**config.mk**
```make
export PLATFORM = sky130hd
export DESIGN_NAME = param_modem
export DESIGN_NICKNAME = d
export VERILOG_FILES = /design/src/rtl/param_modem.sv
export SDC_FILE = /design/constraint.sdc
export NUM_CORES = 1
export LEC_CHECK = 0
export CORE_MARGIN = 2
export CORE_UTILIZATION = 50
export CTS_CLUSTER_SIZE = 12
export DETAILED_ROUTE_END_ITERATION = 10
export DONT_BUFFER_PORTS = 1
export GPL_TIMING_DRIVEN = 0
export PLACE_DENSITY = 0.68
export SYNTH_ARGS = -nofsm -noshare
export SYNTH_HDL_FRONTEND = slang
export SYNTH_SLANG_ARGS = --single-unit
```
**constraint.sdc**
```tcl
create_clock -name clk -period 3.05 [get_ports clk]
set_clock_uncertainty 0.2 [all_clocks]
set_input_delay 0.305 -clock clk [delete_from_list [all_inputs] [get_ports clk]]
set_output_delay 0.305 -clock clk [all_outputs]
set_load 0.02 [all_outputs]
```
**src/rtl/param_modem.sv**
```systemverilog
// param_modem -- parameterised loopback modem (ASK / FSK / BPSK / QPSK).
//
// A phase accumulator drives a triangle carrier. Each accepted symbol lasts
// SYM_LEN cycles; the modulated sample of every active cycle is registered
// onto mod_out. A built-in detector decodes the same symbol and reports it
// on demod_out with a one-cycle demod_valid pulse. It fires in the cycle
// where mod_out shows the symbol's last sample.
//
// Ports
//   clk         in   single clock, rising edge
//   reset       in   synchronous, active-high reset
//   sel[1:0]    in   mode: 00 ASK, 01 FSK, 10 BPSK, 11 QPSK
//   data_in[1:0] in  symbol (bit 0 only, except QPSK uses both bits)
//   data_valid  in   data_in is valid
//   data_ready  out  a symbol is accepted this cycle if data_valid is high
//   mod_out     out  registered unsigned modulated sample, OUT_W bits
//   demod_out   out  decoded symbol (bit 1 is 0 except in QPSK)
//   demod_valid out  one-cycle pulse when demod_out updates
module param_modem #(
    parameter int OUT_W   = 7,
    parameter int PHASE_W = 10,
    parameter int SYM_LEN = 32,
    parameter int STEP_C  = 32,
    parameter int STEP0   = 32,
    parameter int STEP1   = 64,
    parameter int FSK_THR = 2
) (
    input  logic             clk,
    input  logic             reset,
    input  logic [1:0]       sel,
    input  logic [1:0]       data_in,
    input  logic             data_valid,
    output logic             data_ready,
    output logic [OUT_W-1:0] mod_out,
    output logic [1:0]       demod_out,
    output logic             demod_valid
);

    localparam int CNT_W = $clog2(SYM_LEN);
    localparam int FSK_W = $clog2(SYM_LEN + 1);
    localparam logic [CNT_W-1:0]   LAST   = CNT_W'(SYM_LEN - 1);
    localparam logic [PHASE_W-1:0] STEP_C_V = PHASE_W'(STEP_C);
    localparam logic [PHASE_W-1:0] STEP0_V  = PHASE_W'(STEP0);
    localparam logic [PHASE_W-1:0] STEP1_V  = PHASE_W'(STEP1);

    typedef enum logic {IDLE, ACTIVE} state_t;
    typedef enum logic [1:0] {
        MODE_ASK  = 2'b00,
        MODE_FSK  = 2'b01,
        MODE_BPSK = 2'b10,
        MODE_QPSK = 2'b11
    } mode_t;

    state_t             state, state_next;
    mode_t              mode;
    logic [1:0]         sym;
    logic [CNT_W-1:0]   sym_cnt;
    logic [PHASE_W-1:0] phase, phase_next, step;
    logic [OUT_W:0]     offset_hi, pm_hi;
    logic [OUT_W-1:0]   carrier, sample;
    logic [OUT_W-1:0]   ask_max, ask_max_next;
    logic [FSK_W-1:0]   fsk_cnt, fsk_cnt_next;
    logic [1:0]         det, demod_bits;
    logic               is_last, accept, rise;

    assign is_last = (state == ACTIVE) && (sym_cnt == LAST);
    assign accept  = data_valid && data_ready;

    // ---------------- FSM: state register ----------------
    // NOTE: clocked state uses non-blocking assignments so every register
    // samples pre-edge values; blocking here would create ordering races.
    always_ff @(posedge clk) begin
        if (reset) state <= IDLE;
        else       state <= state_next;
    end

    // ---------------- FSM: next state ----------------
    // NOTE: defaulting state_next first keeps this block free of latches.
    always_comb begin
        state_next = state;
        case (state)
            IDLE:    if (accept) state_next = ACTIVE;
            ACTIVE:  if (is_last && !accept) state_next = IDLE;
            default: state_next = IDLE;
        endcase
    end

    // ---------------- FSM: outputs ----------------
    always_comb begin
        data_ready = (state == IDLE) || is_last;
    end

    // ---------------- modulator / detector datapath ----------------
    always_comb begin
        step      = STEP_C_V;
        offset_hi = '0;
        case (mode)
            MODE_FSK:  step      = sym[0] ? STEP1_V : STEP0_V;
            MODE_BPSK: offset_hi = {sym[0], {OUT_W{1'b0}}};
            MODE_QPSK: offset_hi = {sym, {(OUT_W-1){1'b0}}};
            default:   ;
        endcase

        phase_next = phase + step;

        // The phase offset has no bits below the carrier slice, so only the
        // top OUT_W+1 phase bits take part in the modulated-phase sum.
        pm_hi   = phase[PHASE_W-1 -: OUT_W+1] + offset_hi;
        carrier = pm_hi[OUT_W] ? ~pm_hi[OUT_W-1:0] : pm_hi[OUT_W-1:0];
        sample  = (mode == MODE_ASK && !sym[0]) ? (carrier >> 2) : carrier;

        // The coherent reference is the unmodulated phase; the top two bits
        // of (pm - phase) recover the transmitted phase offset.
        det = pm_hi[OUT_W -: 2] - phase[PHASE_W-1 -: 2];

        rise         = !phase[PHASE_W-1] && phase_next[PHASE_W-1];
        ask_max_next = (sample > ask_max) ? sample : ask_max;
        fsk_cnt_next = fsk_cnt + FSK_W'(rise);

        // Include the current (last) sample so the decision is ready on the
        // same edge that registers it.
        case (mode)
            MODE_ASK:  demod_bits = {1'b0, ask_max_next[OUT_W-1]};
            MODE_FSK:  demod_bits = {1'b0, 32'(fsk_cnt_next) >= $unsigned(FSK_THR)};
            MODE_BPSK: demod_bits = {1'b0, det[1]};
            default:   demod_bits = det;
        endcase
    end

    always_ff @(posedge clk) begin
        if (reset) begin
            sym_cnt     <= '0;
            phase       <= '0;
            sym         <= '0;
            mode        <= MODE_ASK;
            mod_out     <= '0;
            demod_out   <= '0;
            demod_valid <= 1'b0;
            ask_max     <= '0;
            fsk_cnt     <= '0;
        end else begin
            demod_valid <= 1'b0;

            if (accept) begin
                sym     <= data_in;
                mode    <= mode_t'(sel);
                sym_cnt <= '0;
                ask_max <= '0;
                fsk_cnt <= '0;
            end else if (is_last) begin
                sym_cnt <= '0;
            end else if (state == ACTIVE) begin
                sym_cnt <= sym_cnt + CNT_W'(1);
                ask_max <= ask_max_next;
                fsk_cnt <= fsk_cnt_next;
            end

            // Phase runs on across back-to-back symbols and restarts at 0
            // whenever the block falls back to IDLE.
            if (state == ACTIVE && !(is_last && !accept)) phase <= phase_next;
            else                                           phase <= '0;

            mod_out <= (state == ACTIVE) ? sample : '0;

            if (is_last) begin
                demod_out   <= demod_bits;
                demod_valid <= 1'b1;
            end
        end
    end

endmodule
```
* Word-level counts from Yosys, hierarchy flattened
Index checks and enable logic that the tools add are counted.
** Operators by class
- Add/subtract/negate cells :: 5
- $lt $le $gt $ge :: 2
- Equality and inequality tests :: 4
- Mux-type cells :: 11
- Bitwise logic cells :: 4
- Reduce and logical (&&, ||, !) cells :: 18
** Operators with widths (count)
- $mux 7 :: 5
- $pmux 8 s2 :: 1
- $add 10x10->10 :: 1
- $add 8x8->8 :: 1
- $gt 7x7->1 :: 1
- $not 7->7 :: 1
- $add 6x1->6 :: 1
- $ge 6x2->1 const B :: 1
- $logic_and 1x1->1 :: 6
- $pmux 2 s3 :: 1
- $reduce_or 2->1 :: 3
- $add 5x1->5 const B :: 1
- $eq 5x5->1 const B :: 1
- $eq 2x2->1 const B :: 2
- $logic_not 1->1 :: 4
- $mux 1 :: 3
- $not 1->1 :: 3
- $reduce_and 3->1 :: 1
- $reduce_or 3->1 :: 1
- $eq 2x1->1 const B :: 1
- $logic_not 2->1 :: 1
- $pmux 1 s2 :: 1
- $reduce_and 2->1 :: 1
- $sub 2x2->2 :: 1
- $logic_or 1x1->1 :: 1
** Storage, ports and cells
- Flip-flop bits (word level) :: 43
- Input bits :: 7

* Depth between registers and ports, before layout
Gate-level depths: netlist (run 1).
- Word-level depth :: 10
- Gate-level depth with buffers :: 13
- Depth with buffers taken out :: 12

* Worst setup path after synthesis (run 1)
Ideal clock, no wire load.
- Path kind :: reg-to-reg
- From :: register mode[1]
- To :: register ask_max[0]
- Library setup time :: 0.066 ns
- Data arrival time :: 3.092 ns
- Required time :: 2.784 ns
- Path slack :: -0.308 ns
- Cell stages (with the launch flop) :: 12
- Period minus slack after synthesis :: 3.358 ns
- Cells stage by stage :: dfxtp_1 -> buf_2 -> and3_1 -> ha_1 -> xor3_4 -> a211oi_2 -> ha_1 -> nand4_1 -> a21oi_1 -> o41ai_2 -> o21ai_0 -> a21oi_2
** Between the ends
- Longest elaborated chain between the ends :: 8
- Elaborated cells on any way between the ends :: 11
** RTL lines
- start, declared :: line 55 : mode_t mode;
- start signal, assigned :: line 146 : mode <= mode_t'(sel);
- $eq 2x2->1 :: line 97 : case (mode)
- $pmux 8 s2 :: line 97
- $add 8x8->8 :: line 108 : pm_hi = phase[PHASE_W-1 -: OUT_W+1] + offset_hi;
- $not 7->7 :: line 109 : carrier = pm_hi[OUT_W] ? ~pm_hi[OUT_W-1:0] : pm_hi[OUT_W-1:0];
- $mux 7 :: line 109
- $mux 7 * :: line 110 : sample = (mode == MODE_ASK && !sym[0]) ? (carrier >> 2) : carrier;
- named net sample[6] :: line 60 : logic [OUT_W-1:0] carrier, sample;
- $gt 7x7->1 * :: line 117 : ask_max_next = (sample > ask_max) ? sample : ask_max;
- $reduce_and 3->1 (no line) *
- end signal, assigned :: line 154 : ask_max <= ask_max_next;
- end, declared :: line 61 : logic [OUT_W-1:0] ask_max, ask_max_next;
The timed path passes the listed nets; every way through them passes the cells marked *.
A chain may end at the register's enable or synchronous reset.

* Worst setup path in the final report (run 1)
- From :: register mode[1]
- To :: register ask_max[4]
Same word-level chain as after synthesis.

==> run_summary.xml, run 1 <==
<?xml version="1.0" encoding="UTF-8"?>
<metrics>
  <group name="run_status">
    <metric name="run_status" unit="">finished, violations left</metric>
    <metric name="violations" unit="">negative setup slack</metric>
  </group>
  <group name="floorplan">
    <metric name="die_width" unit="µm">69.1</metric>
    <metric name="top_level_ports" unit="">18</metric>
    <metric name="die_area" unit="µm²">4770</metric>
    <metric name="core" unit="µm²">4030</metric>
    <metric name="floorplan.initialDensity" unit="%">52.6</metric>
    <metric name="std_cell_rows" unit="">23</metric>
    <metric name="chip_height" unit="µm">69.1</metric>
  </group>
  <group name="timing">
    <metric name="setup_viol" unit="">8</metric>
    <metric name="report.final.slew_viol_count" unit="">0</metric>
    <metric name="period_minus_slack" unit="ns">3.28</metric>
    <metric name="fmax" unit="MHz">305</metric>
    <metric name="slew_headroom" unit="%">69.7</metric>
    <metric name="count_of_final_hold_check_violations" unit="">0</metric>
    <metric name="tightestPinTransition" unit="ns">0.454</metric>
    <metric name="rsz_0062_raised_after_global_routing" unit="">yes</metric>
    <metric name="finalWorstSetupSlack" unit="ns">-0.230</metric>
    <metric name="layout_worst_path_cycle_share" unit="%">108</metric>
  </group>
  <group name="global_routing">
    <metric name="grt_start_max_net_pins" unit="">13</metric>
    <metric name="grt_first_pass_wirelength" unit="µm">7000</metric>
    <metric name="antenna_found_initial" unit="">0</metric>
    <metric name="grt_overflow_total" unit="">0</metric>
    <metric name="use_met3" unit="%">4.68</metric>
    <metric name="highest_utilization_routing_layer_at_the_global_route_stage" unit="">met2</metric>
    <metric name="grt_pass1_vias" unit="">1505</metric>
    <metric name="grt_util_all_layers" unit="%">18.4</metric>
    <metric name="grt_use_met2" unit="%">29.9</metric>
    <metric name="met1_track_utilization_from_global_routing" unit="%">23.4</metric>
  </group>
  <group name="clock_network">
    <metric name="cts_tree" unit="">done</metric>
    <metric name="clock_path_buffers" unit="">2</metric>
    <metric name="clock_sinks" unit="">38</metric>
    <metric name="clock_tree.htree_level_count" unit="">2</metric>
    <metric name="clk_latency" unit="ns">0.29</metric>
    <metric name="ctsRootBufferMaster" unit="">sky130_fd_sc_hd__clkbuf_8</metric>
    <metric name="number_of_buffers_added_by_the_clock_tree_synthesis_step" unit="">5</metric>
    <metric name="clk_transition_reported_paths" unit="ns">0.07</metric>
  </group>
  <group name="critical_path">
    <metric name="critPathMaxFanout" unit="">5</metric>
    <metric name="timing.critical_path.mode_cell" unit="">sky130_fd_sc_hd__buf_4</metric>
    <metric name="cp.arrival" unit="ns">3.26</metric>
    <metric name="crit-reg2reg-launch" unit="">mode[1]</metric>
    <metric name="ff2ff_path_depth" unit="">13</metric>
    <metric name="worst-setup-path-type" unit="">reg -&gt; reg</metric>
    <metric name="r2r-end" unit="">ask_max[4]</metric>
    <metric name="critical_path.startpoint_type" unit="">register</metric>
    <metric name="slowest_stage" unit="">sky130_fd_sc_hd__xor3_4</metric>
    <metric name="cp_slowest_stage_delay" unit="ns">0.57</metric>
    <metric name="worst-r2r-setup-slack" unit="ns">-0.23</metric>
    <metric name="required" unit="ns">3.03</metric>
    <metric name="crit_chain" unit="">buf_6, and3_4, ha_4, xor3_4, a211oi_4, ha_1, nand4_1, a21oi_2, buf_4, o41a_1, buf_4, nand3_2, a21oi_1</metric>
    <metric name="critical_path.endpoint_type" unit="">register</metric>
  </group>
  <group name="logic_synthesis">
    <metric name="yosysWarningCount" unit="">0</metric>
    <metric name="netlist-cell-type-count" unit="">47</metric>
    <metric name="synth-async-reset-ratio" unit="%">0</metric>
    <metric name="synth_largest_type_area_fraction" unit="%">35.9</metric>
    <metric name="ys_ff_latch" unit="">38</metric>
    <metric name="synthesis.area_per_instance" unit="µm²">9.01</metric>
    <metric name="postSynthNetCount" unit="">258</metric>
    <metric name="synth.area.top_cells" unit="">sky130_fd_sc_hd__dfxtp_1 36%, sky130_fd_sc_hd__ha_1 8.9%, sky130_fd_sc_hd__nor2_1 4.8%, sky130_fd_sc_hd__a21oi_1 4.5%, sky130_fd_sc_hd__xor2_1 3.3%</metric>
    <metric name="yosysSeqAreaShare" unit="%">35.9</metric>
    <metric name="mappedNetlistArea" unit="µm²">2120</metric>
    <metric name="syn-instance-count" unit="">235</metric>
    <metric name="most_instantiated_flip_flop_cell_in_the_synthesis_netlist" unit="">sky130_fd_sc_hd__dfxtp_1</metric>
    <metric name="synth-edff-count" unit="">0</metric>
    <metric name="netlist_top_cells_count" unit="">38 x sky130_fd_sc_hd__dfxtp_1, 27 x sky130_fd_sc_hd__nor2_1, 19 x sky130_fd_sc_hd__a21oi_1</metric>
    <metric name="yosysMostFrequentCell" unit="">sky130_fd_sc_hd__dfxtp_1</metric>
    <metric name="synth_top_area_cell" unit="">sky130_fd_sc_hd__dfxtp_1</metric>
  </group>
  <group name="drt">
    <metric name="drt-vias-per-instance" unit="">5.37</metric>
    <metric name="drt-wirelength-per-cell" unit="µm">13.9</metric>
    <metric name="final_antenna_net_count" unit="">0</metric>
    <metric name="drc" unit="">0</metric>
    <metric name="num_vias" unit="">1666</metric>
    <metric name="drt-pass1-iter-count" unit="">4</metric>
    <metric name="routed_wirelength" unit="µm">4310</metric>
    <metric name="detailedRoute.firstIterationViolations" unit="">46</metric>
  </group>
  <group name="layout">
    <metric name="syn_to_final_growth" unit="%">23.7</metric>
    <metric name="antenna-diode-count" unit="">0</metric>
    <metric name="post_route_cells_drive_above_1_share" unit="%">26.2</metric>
    <metric name="num-nets-final" unit="">282</metric>
    <metric name="postLayoutCoreUtil" unit="%">65.1</metric>
    <metric name="n_fill_cell" unit="">335</metric>
  </group>
  <group name="place">
    <metric name="gp_congestion" unit="">0.772</metric>
    <metric name="place.detailed.hpwl" unit="µm">2990</metric>
    <metric name="place.port_buffers" unit="">0</metric>
  </group>
  <group name="job">
    <metric name="cap_viol_max_count" unit="">0</metric>
  </group>
  <group name="pwr">
    <metric name="vdd.ir_drop.worst" unit="mV">0.335</metric>
    <metric name="p_per_area" unit="nW/µm²">424</metric>
    <metric name="leakage" unit="nW">0.995</metric>
    <metric name="totalPowerFinal" unit="mW">1.11</metric>
  </group>
  <group name="hold_path">
    <metric name="hold_class" unit="">in -&gt; reg</metric>
    <metric name="whs_endpoint" unit="">mod_out[0]</metric>
    <metric name="worst_hold_startpoint" unit="">reset</metric>
    <metric name="timing.hold.worst_path_depth" unit="">2</metric>
  </group>
</metrics>
-- how the worst max path moves through the flow --
stage                       start      endpoint  slack [ns]  cells after the start
after floorplan           mode[0]    ask_max[0]       -0.06                     12
after global placement    mode[1]    ask_max[0]       -0.33                     13
after detailed placement  mode[1]    ask_max[0]       -0.38                     13
after CTS                 mode[0]  demod_out[0]       -0.25                     12
after global routing      mode[1]    ask_max[4]       -0.33                     13
final                     mode[1]    ask_max[4]       -0.23                     13
-- metrics by stage --
step / TNS (ns) / setup slack [ns] / instances / hold WS [ns] / cell area [µm²]
after floorplan: -0.156 / -0.0632 / 235 / 0.249 / 2180
after global placement: -2.34 / -0.333 / 285 / 0.259 / 2240
after detailed placement: -2.63 / -0.379 / 285 / 0.266 / 2240
after CTS: -1.53 / -0.248 / 309 / 0.0398 / 2500
after global routing: -2.31 / -0.331 / 310 / 0.0559 / 2620
final: -1.36 / -0.230 / 310 / 0.0532 / 2620
-- cells by family (layout without fill, tap and decap cells) --
group                      after synthesis  in the layout  share of synthesized area (%)
and+or+nand+nor                         96             96                           22.7
muxes                                    8              8                           4.08
xor gates and xnor gates                18             18                           11.5
AOI/OAI and AO/OA                       38             38                           11.5
adders and majority gates               16             16                           9.81
DFF                                     38             38                           35.9
buffers and inverters                   21             46                           4.55
-- repair_timing --
action                                 4_1_cts  5_1_grt
setup endpoints to repair                    8       11
gates cloned                                 0        0
pin swaps                                   16        8
endpoints found under the hold margin        4        0
gates resized for setup                      8       23
hold buffers                                 4        0
setup buffers                               13        3
-- state kept, by name, summed over array words and instances (netlist names) --
name / cells
fsk_cnt: 6
sym: 2
demod_valid: 1
mod_out: 7
sym_cnt: 5
demod_out: 2
ask_max: 7
phase: 5
state: 1
mode: 2
-- metal layers --
layer | share of wire (%) | vias to the layer above
li1 | - | 858
met4 | 2.3 | 0
met3 | 2.9 | 10
met5 | 0 | -
met2 | 48 | 30
met1 | 47 | 768
-- power breakdown --
part	leakage [nW]	switching (mW)	internal, mW
logic	0.629	0.0989	0.0822
clock network	0.0579	0.177	0.241
registers	0.309	0.00884	0.505
-- worst max-delay path: cells and delay by family, from the launching register on --
kind	cells	cell delay, ns
compound gates	4	0.80
xor+xnor	1	0.57
fa+ha+maj	2	0.46
buf+inv	3	0.43
simple gates	3	0.36
flops	1	0.34
-- layout by cell type (no fill, tap or decap), types with 5 or more instances in the layout --
master,n
sky130_fd_sc_hd__a21oi_1,16
sky130_fd_sc_hd__and2_1,7
sky130_fd_sc_hd__buf_4,12
sky130_fd_sc_hd__clkbuf_1,5
sky130_fd_sc_hd__clkbuf_8,5
sky130_fd_sc_hd__dfxtp_1,35
sky130_fd_sc_hd__ha_1,10
sky130_fd_sc_hd__inv_1,11
sky130_fd_sc_hd__mux2i_1,5
sky130_fd_sc_hd__nand2_1,16
sky130_fd_sc_hd__nand3_1,9
sky130_fd_sc_hd__nor2_1,25
sky130_fd_sc_hd__o21ai_1,5
sky130_fd_sc_hd__xnor2_1,5
sky130_fd_sc_hd__xor2_1,8
-- layout make-up --
type / instances / area (µm²) / area share [%]
Multi-Input combinational cell: 176 / 1440 / 54.9
Sequential cell: 38 / 767 / 29.3
Timing Repair Buffer: 18 / 153 / 5.82
Clock buffer: 5 / 68.8 / 2.63
Tap cell: 50 / 62.6 / 2.39
Buffer: 8 / 46.3 / 1.77
Inverter: 12 / 45.0 / 1.72
Clock inverter: 3 / 40.0 / 1.53
No activity file was read; power rests on OpenSTA's default activity.
==> run 2: changes to the inputs <==
--- a/constraint.sdc
+++ b/constraint.sdc
@@ -3,3 +3,3 @@
 set_input_delay 0.305 -clock clk [delete_from_list [all_inputs] [get_ports clk]]
 set_output_delay 0.305 -clock clk [all_outputs]
-set_load 0.02 [all_outputs]
+set_load 0.05 [all_outputs]
==> results of run 2 <==
Same layout as run 1 (identical final DEF). Status: finished, violations left: negative setup slack.
Main changes from that run: total power 1.11 mW -> 1.12 mW; worst IR drop on VDD 0.335 mV -> 0.340 mV
==> run 3: changes to the inputs <==
--- a/config.mk
+++ b/config.mk
@@ -13,4 +13,5 @@
 export GPL_TIMING_DRIVEN = 0
 export PLACE_DENSITY = 0.68
+export RECOVER_POWER = 50
 export SYNTH_ARGS = -nofsm -noshare
 export SYNTH_HDL_FRONTEND = slang
--- a/constraint.sdc
+++ b/constraint.sdc
@@ -3,3 +3,3 @@
 set_input_delay 0.305 -clock clk [delete_from_list [all_inputs] [get_ports clk]]
 set_output_delay 0.305 -clock clk [all_outputs]
-set_load 0.05 [all_outputs]
+set_load 0.005 [all_outputs]
==> run 3 against run 2 <==
Net effect: the run still ends with negative setup slack left; first-iteration DRC count down 4.3%; core utilization down 0.22 points; sequential share of layout area up 0.098 points; combinational power down 2%; cell count unchanged; via count up 0.30%; wire length down 0.60%; sequential power about the same; critical endpoint unchanged; largest power group unchanged.
==> run_summary.xml, run 3 (synthesis gave the netlist of run 1 again) <==
<?xml version="1.0" encoding="UTF-8"?>
<metrics>
  <group name="floorplan">
    <metric name="core" unit="µm²">4030</metric>
    <metric name="top_level_ports" unit="">18</metric>
    <metric name="floorplan.initialDensity" unit="%">52.6</metric>
    <metric name="std_cell_rows" unit="">23</metric>
    <metric name="chip_height" unit="µm">69.1</metric>
    <metric name="die_width" unit="µm">69.1</metric>
    <metric name="die_area" unit="µm²">4770</metric>
  </group>
  <group name="timing">
    <metric name="setup_viol" unit="">8</metric>
    <metric name="tightestPinTransition" unit="ns">0.454</metric>
    <metric name="fmax" unit="MHz">305</metric>
    <metric name="period_minus_slack" unit="ns">3.28</metric>
    <metric name="layout_worst_path_cycle_share" unit="%">108</metric>
    <metric name="report.final.slew_viol_count" unit="">0</metric>
    <metric name="finalWorstSetupSlack" unit="ns">-0.230</metric>
    <metric name="count_of_final_hold_check_violations" unit="">0</metric>
    <metric name="slew_headroom" unit="%">69.8</metric>
    <metric name="rsz_0062_raised_after_global_routing" unit="">yes</metric>
    <metric name="holdWs" unit="ns">0.0523</metric>
  </group>
  <group name="clock_network">
    <metric name="clock_path_buffers" unit="">2</metric>
    <metric name="clk_latency" unit="ns">0.29</metric>
    <metric name="clk_transition_reported_paths" unit="ns">0.07</metric>
    <metric name="clock_tree.htree_level_count" unit="">2</metric>
    <metric name="ctsRootBufferMaster" unit="">sky130_fd_sc_hd__clkbuf_8</metric>
    <metric name="number_of_buffers_added_by_the_clock_tree_synthesis_step" unit="">5</metric>
    <metric name="clock_sinks" unit="">38</metric>
    <metric name="cts_tree" unit="">done</metric>
  </group>
  <group name="global_routing">
    <metric name="highest_utilization_routing_layer_at_the_global_route_stage" unit="">met2</metric>
    <metric name="met1_track_utilization_from_global_routing" unit="%">23.4</metric>
    <metric name="grt_overflow_total" unit="">0</metric>
    <metric name="grt_util_all_layers" unit="%">18.4</metric>
    <metric name="grt_first_pass_wirelength" unit="µm">7000</metric>
    <metric name="grt_use_met2" unit="%">29.9</metric>
    <metric name="use_met3" unit="%">4.68</metric>
    <metric name="antenna_found_initial" unit="">0</metric>
    <metric name="grt_start_max_net_pins" unit="">13</metric>
    <metric name="grt_pass1_vias" unit="">1505</metric>
  </group>
  <group name="critical_path">
    <metric name="critical_path.endpoint_type" unit="">register</metric>
    <metric name="crit-reg2reg-launch" unit="">mode[1]</metric>
    <metric name="crit_chain" unit="">buf_6, and3_4, ha_4, xor3_4, a211oi_4, ha_1, nand4_1, a21oi_2, buf_4, o41a_1, buf_4, nand3_2, a21oi_1</metric>
    <metric name="critPathLaunch" unit="">mode[1]</metric>
    <metric name="crit_path_end" unit="">ask_max[4]</metric>
    <metric name="worst-r2r-setup-slack" unit="ns">-0.23</metric>
    <metric name="timing.critical_path.mode_cell" unit="">sky130_fd_sc_hd__buf_4</metric>
    <metric name="worst-setup-path-type" unit="">reg -&gt; reg</metric>
    <metric name="critPathMaxFanout" unit="">5</metric>
    <metric name="required" unit="ns">3.03</metric>
    <metric name="critical_path.startpoint_type" unit="">register</metric>
    <metric name="ff2ff_path_depth" unit="">13</metric>
    <metric name="cp_slowest_stage_delay" unit="ns">0.57</metric>
    <metric name="slowest_stage" unit="">sky130_fd_sc_hd__xor3_4</metric>
    <metric name="cp.arrival" unit="ns">3.26</metric>
    <metric name="r2r-end" unit="">ask_max[4]</metric>
  </group>
  <group name="place">
    <metric name="place.port_buffers" unit="">0</metric>
    <metric name="gp_congestion" unit="">0.772</metric>
    <metric name="place.detailed.hpwl" unit="µm">2990</metric>
  </group>
  <group name="run_status">
    <metric name="violations" unit="">negative setup slack</metric>
    <metric name="run_status" unit="">finished, violations left</metric>
  </group>
  <group name="job">
    <metric name="cap_viol_max_count" unit="">0</metric>
  </group>
  <group name="layout">
    <metric name="n_fill_cell" unit="">336</metric>
    <metric name="reg_top3" unit="">ask_max x7, mod_out x7, fsk_cnt x6</metric>
    <metric name="post_route_cells_drive_above_1_share" unit="%">25.0</metric>
    <metric name="layout.cells.most_common_list" unit="">35 x sky130_fd_sc_hd__dfxtp_1, 25 x sky130_fd_sc_hd__nor2_1, 16 x sky130_fd_sc_hd__nand2_1, 16 x sky130_fd_sc_hd__a21oi_1</metric>
    <metric name="antenna-diode-count" unit="">0</metric>
    <metric name="postLayoutCoreUtil" unit="%">64.8</metric>
    <metric name="num-nets-final" unit="">282</metric>
    <metric name="syn_to_final_growth" unit="%">23.3</metric>
    <metric name="final_common_cell" unit="">sky130_fd_sc_hd__dfxtp_1</metric>
  </group>
  <group name="drt">
    <metric name="drc" unit="">0</metric>
    <metric name="routed_wirelength" unit="µm">4280</metric>
    <metric name="drt-vias-per-instance" unit="">5.39</metric>
    <metric name="detailedRoute.firstIterationViolations" unit="">44</metric>
    <metric name="final_antenna_net_count" unit="">0</metric>
    <metric name="drt-wirelength-per-cell" unit="µm">13.8</metric>
    <metric name="drt-pass1-iter-count" unit="">4</metric>
    <metric name="num_vias" unit="">1671</metric>
  </group>
  <group name="pwr">
    <metric name="vdd.ir_drop.worst" unit="mV">0.333</metric>
    <metric name="leakage" unit="nW">0.996</metric>
    <metric name="p_per_area" unit="nW/µm²">425</metric>
  </group>
  <group name="hold_path">
    <metric name="worst_hold_startpoint" unit="">reset</metric>
    <metric name="hold_class" unit="">in -&gt; reg</metric>
  </group>
</metrics>
-- run 3: cell types whose count changed in the layout (fill, tap and decap cells not counted) --
cell / change
sky130_fd_sc_hd__mux2i_1: +1
sky130_fd_sc_hd__buf_4: -1
sky130_fd_sc_hd__and2_1: -2
sky130_fd_sc_hd__clkbuf_1: +1
sky130_fd_sc_hd__xnor3_1: +1
sky130_fd_sc_hd__mux2i_2: -1
sky130_fd_sc_hd__xnor3_2: -1
sky130_fd_sc_hd__and2_0: +2
-- run 3: what timing repair did --
item	4_1_cts	5_1_grt
pin swaps	16	8
endpoints found under the setup margin	8	11
buffers inserted	13	3
resized for setup	8	23
hold buffers	4	0
hold endpoints to repair	4	0
-- run 3: final cells by class --
type	instances	area (µm²)	area share (%)
plain buffers	8	46.3	1.77
clock buffers	5	68.8	2.63
inverters	12	45.0	1.72
multi-input cells	176	1430	54.9
well taps	50	62.6	2.39
flip-flops and latches	38	767	29.4
repair buffers	18	149	5.70
clock inverters	3	40.0	1.53
-- run 3: how the worst min path moves through the flow --
stage | end | slack [ns] | cells after the start
floorplan | ask_max[6] | 0.25 | 2
CTS | mod_out[0] | 0.04 | 2
detailed placement | ask_max[6] | 0.27 | 2
finish | mod_out[0] | 0.05 | 2
global route | mod_out[0] | 0.06 | 2
global placement | ask_max[6] | 0.26 | 2
-- run 3: power by group --
part,leakage [nW],internal (mW),switching [mW]
Sequential,0.309,0.504,0.00811
Clock,0.0579,0.241,0.178
Combinational,0.629,0.0819,0.0974
-- run 3: routing by layer --
metal	routed length, µm	share of wire, %
met1	1980	46
met2	2080	48
met3	126	2.9
met4	98	2.3
met5	0	0
-- run 3: per-stage QoR --
| stage | setup TNS [ns] | worst slack [ns] | area, µm² | power (mW) | std cells |
|---|---|---|---|---|---|
| after floorplan | -0.156 | -0.0632 | 2180 | 0.627 | 235 |
| after global placement | -2.34 | -0.333 | 2240 | 0.651 | 285 |
| after detailed placement | -2.63 | -0.379 | 2240 | 0.652 | 285 |
| after CTS | -1.53 | -0.248 | 2500 | 1.10 | 309 |
| after global routing | -2.36 | -0.331 | 2610 | 1.16 | 310 |
| final | -1.36 | -0.230 | 2610 | 1.11 | 310 |
-- run 3: critical path: cells and delay by family, from the launching register on --
family | cells | cell delay (ns)
compound gates | 4 | 0.80
xor+xnor | 1 | 0.57
fa+ha+maj | 2 | 0.46
buf+inv | 3 | 0.43
simple gates | 3 | 0.36
flops | 1 | 0.34
